===== config.mk =====
export PLATFORM = sky130hd
export DESIGN_NAME = serial_word_receiver
export DESIGN_NICKNAME = d
export VERILOG_FILES = /design/src/rtl/serial_pkg.sv /design/src/rtl/serial_word_receiver_bit_counter.sv /design/src/rtl/serial_word_receiver.sv
export SDC_FILE = /design/constraint.sdc
export NUM_CORES = 1
export LEC_CHECK = 0
export ABC_AREA = 1
export BUFFER_PORTS_ARGS = -buffer_cell sky130_fd_sc_hd__buf_4
export CAP_MARGIN = 20
export CORE_UTILIZATION = 30
export CTS_BUF_LIST = sky130_fd_sc_hd__clkbuf_2 sky130_fd_sc_hd__clkbuf_4 sky130_fd_sc_hd__clkbuf_8
export CTS_CLUSTER_SIZE = 28
export DETAILED_ROUTE_END_ITERATION = 16
export PLACE_DENSITY = 0.55
export RECOVER_POWER = 100
export SYNTH_ARGS = -nofsm -noshare
export SYNTH_HDL_FRONTEND = slang
export SYNTH_SLANG_ARGS = --single-unit

===== constraint.sdc =====
create_clock -name clk -period 1.6 [get_ports clk]
set_input_delay 0.16 -clock clk [delete_from_list [all_inputs] [get_ports clk]]
set_output_delay 0.16 -clock clk [all_outputs]
set_load 0.1 [all_outputs]

===== src/rtl/serial_pkg.sv =====
// Definitions shared by the serializer / serial_word_receiver pair.
// Both ends take their default word width from here so they stay in step.
package serial_pkg;

  typedef enum logic {
    IDLE = 1'b0,
    RECV = 1'b1
  } rx_state_e;

  localparam int SERIAL_WORD_W = 4;

endpackage


===== src/rtl/serial_word_receiver_bit_counter.sv =====
// Modulo-N bit counter. A clear restarts the count; when en is high in the
// same cycle, the current bit is counted, so the count lands on 1 instead of 0.
module bit_counter #(
  parameter  int N  = 4,
  localparam int CW = $clog2(N)
) (
  input  logic          clk,
  input  logic          reset_n,
  input  logic          clr,
  input  logic          en,
  output logic [CW-1:0] count,
  output logic          tc
);

  localparam logic [CW-1:0] LAST = CW'(N - 1);

  logic [CW-1:0] count_q;
  logic [CW-1:0] count_d;

  always_comb begin
    count_d = count_q;
    if (clr) begin
      count_d = en ? CW'(1) : '0;
    end else if (en) begin
      count_d = (count_q == LAST) ? '0 : count_q + CW'(1);
    end
  end

  always_ff @(posedge clk or negedge reset_n) begin
    if (!reset_n) begin
      count_q <= '0;
    end else begin
      count_q <= count_d;
    end
  end

  assign count = count_q;
  assign tc    = (count_q == LAST);

endmodule


===== src/rtl/serial_word_receiver.sv =====
// Reassembles LSB-first serial bits framed by a sync strobe into N-bit words,
// with a one-deep valid/ready holding register and sticky overrun/framing flags.
module serial_word_receiver
  import serial_pkg::*;
#(
  parameter  int N  = SERIAL_WORD_W,
  localparam int CW = $clog2(N)
) (
  input  logic         clk,
  input  logic         reset_n,
  input  logic         sin,
  input  logic         sin_valid,
  input  logic         sync,
  output logic [N-1:0] data_out,
  output logic         data_valid,
  input  logic         data_ready,
  output logic         busy,
  output logic         overrun,
  output logic         frame_err,
  input  logic         clear_err
);

  rx_state_e      state_q, state_d;
  logic [N-1:0]   sr_q, sr_d;
  logic [N-1:0]   data_q, data_d;
  logic           dvalid_q, dvalid_d;
  logic           busy_q, busy_d;
  logic           overrun_q, overrun_d;
  logic           ferr_q, ferr_d;

  logic           in_recv;
  logic           start;
  logic           abort;
  logic           complete;
  logic           hold_free;
  logic [N-1:0]   word;
  logic           cnt_clr;
  logic           cnt_en;
  logic           cnt_tc;
  logic [CW-1:0]  cnt_unused;

  bit_counter #(.N(N)) u_bit_counter (
    .clk     (clk),
    .reset_n (reset_n),
    .clr     (cnt_clr),
    .en      (cnt_en),
    .count   (cnt_unused),
    .tc      (cnt_tc)
  );

  assign in_recv   = (state_q == RECV);
  assign start     = sin_valid && sync;
  assign abort     = in_recv && sin_valid && sync;
  assign complete  = in_recv && sin_valid && !sync && cnt_tc;
  assign hold_free = !dvalid_q || data_ready;
  assign word      = {sin, sr_q[N-1:1]};

  // A sync restarts the count at 1 (its own bit); completion returns it to 0.
  assign cnt_clr = start || complete;
  assign cnt_en  = sin_valid && (sync || in_recv) && !complete;

  always_comb begin
    state_d   = state_q;
    sr_d      = sr_q;
    data_d    = data_q;
    dvalid_d  = dvalid_q;
    overrun_d = overrun_q;
    ferr_d    = ferr_q;

    if (start) begin
      state_d = RECV;
      sr_d    = {sin, {(N-1){1'b0}}};
    end else if (in_recv && sin_valid) begin
      sr_d = word;
      if (complete) begin
        state_d = IDLE;
      end
    end

    if (complete && hold_free) begin
      data_d   = word;
      dvalid_d = 1'b1;
    end else if (dvalid_q && data_ready) begin
      dvalid_d = 1'b0;
    end

    // Set events take precedence over a simultaneous clear.
    if (complete && !hold_free) begin
      overrun_d = 1'b1;
    end else if (clear_err) begin
      overrun_d = 1'b0;
    end

    if (abort) begin
      ferr_d = 1'b1;
    end else if (clear_err) begin
      ferr_d = 1'b0;
    end

    busy_d = (state_d == RECV);
  end

  always_ff @(posedge clk or negedge reset_n) begin
    if (!reset_n) begin
      state_q   <= IDLE;
      sr_q      <= '0;
      data_q    <= '0;
      dvalid_q  <= 1'b0;
      busy_q    <= 1'b0;
      overrun_q <= 1'b0;
      ferr_q    <= 1'b0;
    end else begin
      state_q   <= state_d;
      sr_q      <= sr_d;
      data_q    <= data_d;
      dvalid_q  <= dvalid_d;
      busy_q    <= busy_d;
      overrun_q <= overrun_d;
      ferr_q    <= ferr_d;
    end
  end

  assign data_out   = data_q;
  assign data_valid = dvalid_q;
  assign busy       = busy_q;
  assign overrun    = overrun_q;
  assign frame_err  = ferr_q;

endmodule


==> impl_metrics.toml <==
[timing]
rsz0062_at_grt = "false"
max_slew_margin_pct = 51.4
report.final.setup_viol = 0
finalHoldViolations = 0
fin_crit_sh_pct = 82.5
fmax_mhz = 757
timing.hold.ws_ns = 0.0982
period_needed_ns = 1.32
tightest_slew_ns = 0.729
setup_tns_ns = 0
slew_violations = 0
finClkSkew_ns = 0.00391
setup_ws_ns = 0.280

[finish]
finalNonFillerCells = 103
fillCellCount = 194
seq_area_um2 = 327
layout.nets = 87
design_area_um2 = 707
multi_input_area_um2 = 220
layout-drive-gt1-share_pct = 26.9
fin_util_pct = 39.6
antenna_cells = 0
area_growth_pct = 20.7

[clocking]
clock_latency_ns = 0.27
htreeDepth = 1
cts_tree = "yes"
cts_buffers = 3
clock_sink_count = 13
clockBufferDepth = 2
post_cts_resize_count = 0
cts_root_buf = "clkbuf_4"
post_cts_buffers = 0
postCtsHoldBufs = 1
path_clk_slew_ns = 0.08

[drt]
drt_pass1_iterations = 4
vias = 476
post_drt_wl_per_cell_um = 11.5
drt_wl_total_mm = 1.19
detail-route-antenna-nets = 0
drt_iter0_markers = 8
drc = 0
avgViaCountPerCell = 4.62

[worst_setup_path]
r2r_slack_ns = 0.32
crit_arrival_ns = 1.16
r2r-start = "busy"
cp-end-kind = "primary output"
worstRegToRegCells = 5
critPathBufInv = 1
crit_required_ns = 1.44
crit_fanout = 4
critical_path_depth = 1
cpMaxStageDelayCell = "clkbuf_2"
cp_slowest_stage_delay_ns = 0.48
rr_endpoint = "data_out[0]"
critical-path-top-delay-family = "buffers and inverters"
critPathKind = "register to primary output"
cp-start-kind = "register"
crit_chain = "clkbuf_2"

[global_route]
grt_max_degree = 14
grt_use_total_pct = 12.7
antenna_found_initial = 0
grt_pass1_wl_mm = 1.85
overflow = 0
first_global_vias = 421

[floorplan]
dieHeight_um = 46.2
initial_core_util_pct = 32.8
die_w_um = 46.2
coreArea_um2 = 1780
dieArea_um2 = 2130
rows = 15
io_pins = 15

[synthesis]
synth_area_leader_cell = "dfrtp_1"
synthTopCellsByArea = "dfrtp_1, nand2_1, nand3_1"
synth-adder-area-share_pct = 2.14
synth_top_area_share_pct = 55.6
yosys.area_share.xor_xnor_pct = 0
syn_avg_cell_area_um2 = 9.76
ys_ff_latch = 13
synth.net_count = 68
synth_top_family_by_area = "simple AND/OR/NAND/NOR gates"
yosys_warnings = 0
synth-simple-area-share_pct = 37.0
seq_area_frac_synth_pct = 55.6
synth-compound-area-share_pct = 3.21
muxShareOfSynthArea_pct = 0
synth_cells = 60
syn_area_um2 = 586
synth_cell_type_count = 14

[status]
status = "complete, no violations"

[power]
clkPwrFrac_pct = 21.3
power_mw = 1.03
irDropWorstVdd_mv = 0.558
p_switching_mw = 0.465
p_int_mw = 0.561
p_leak_nw = 0.395
pwr-share-seq_pct = 40.6
p_per_area_nw_per_um2 = 1450
combPwrFrac_pct = 38.1
p_sw_share_pct = 45.3

[place]
place_area_um2 = 719
numPortBuffers = 14
dp_hpwl_um = 848
gp_congestion = 0.703
place_ws_ns = 0.477
dpl.cell_count = 98

[hold_path]
hold_depth = 3
min-delay-start = "sin"
holdPathEnd = "sr_q[3]"
worstHoldPathType = "primary input to register"

[job]
cap_violations = 0
power by group through the flow:
stage | registers (mW) | clock network, mW | logic [mW]
detailed placement | 0.426 | 0 | 0.423
global route | 0.421 | 0.239 | 0.418
CTS | 0.420 | 0.229 | 0.425
floorplan | 0.659 | 0 | 0.0873
global placement | 0.425 | 0 | 0.422
finish | 0.416 | 0.219 | 0.391
metal layers:
metal | wire [µm] | GRT usage [%] | vias to the layer above | share of wire [%]
met1 | 577 | 16.8 | 224 | 49
li1 | - | - | 237 | -
met3 | 74 | 6.27 | 0 | 6.2
met2 | 535 | 19.2 | 15 | 45
met4 | 0 | 1.76 | 0 | 0
met5 | 0 | 0 | - | 0
cells in the mapped netlist, drive strengths merged:
cell type,count
o21ai,3
clkbuf,1
nand3,8
nor2,1
nand2,27
dfrtp,13
inv,2
ha,1
nand4,4
worst max path at each step:
stage,startpoint,endpoint,slack (ns)
6_report,busy,busy,0.28
5_1_grt,busy,data_out[3],0.19
4_1_cts,busy,busy,0.42
3_5_place_dp,u_bit_counter.count[0],u_bit_counter.count[0],0.48
3_3_place_gp,u_bit_counter.count[0],u_bit_counter.count[0],0.50
2_1_floorplan,busy,data_out[0],0.25
flip-flops by register name, summed over array words and instances (netlist names):
register	flops
busy	1
data_out	4
data_valid	1
frame_err	1
overrun	1
sr_q	3
u_bit_counter.count	2
final cells by class:
class,instances,share of cell area (%)
Sequential cell,13,46.2
Multi-Input combinational cell,44,31.2
Timing Repair Buffer,15,12.9
Tap cell,25,4.42
Clock buffer,4,4.25
Inverter,2,1.06
cells in the final DEF (no fill, tap or decap):
| master | count |
|---|---|
| buf_4 | 5 |
| clkbuf_1 | 1 |
| clkbuf_2 | 8 |
| clkbuf_4 | 4 |
| dfrtp_1 | 12 |
| dfrtp_2 | 1 |
| dlygate4sd3_1 | 1 |
| ha_1 | 1 |
| inv_1 | 2 |
| nand2_1 | 26 |
| nand2_2 | 1 |
| nand3_1 | 8 |
| nand4_1 | 4 |
| nor2_8 | 1 |
| o21ai_0 | 2 |
| o21ai_2 | 1 |
tightest hold or removal path, cell delays in order:
cell and delay (ns):
buf_4 0.09, nand2_1 0.04, nand2_1 0.05
logic make-up (layout without fill, tap and decap cells):
group,count (synthesis),count (layout)
AOI/OAI and AO/OA,3,3
adders and majority gates,1,1
buffers and inverters,3,21
DFF,13,13
and+or+nand+nor,40,40
Power figures use the tool's default switching activity.
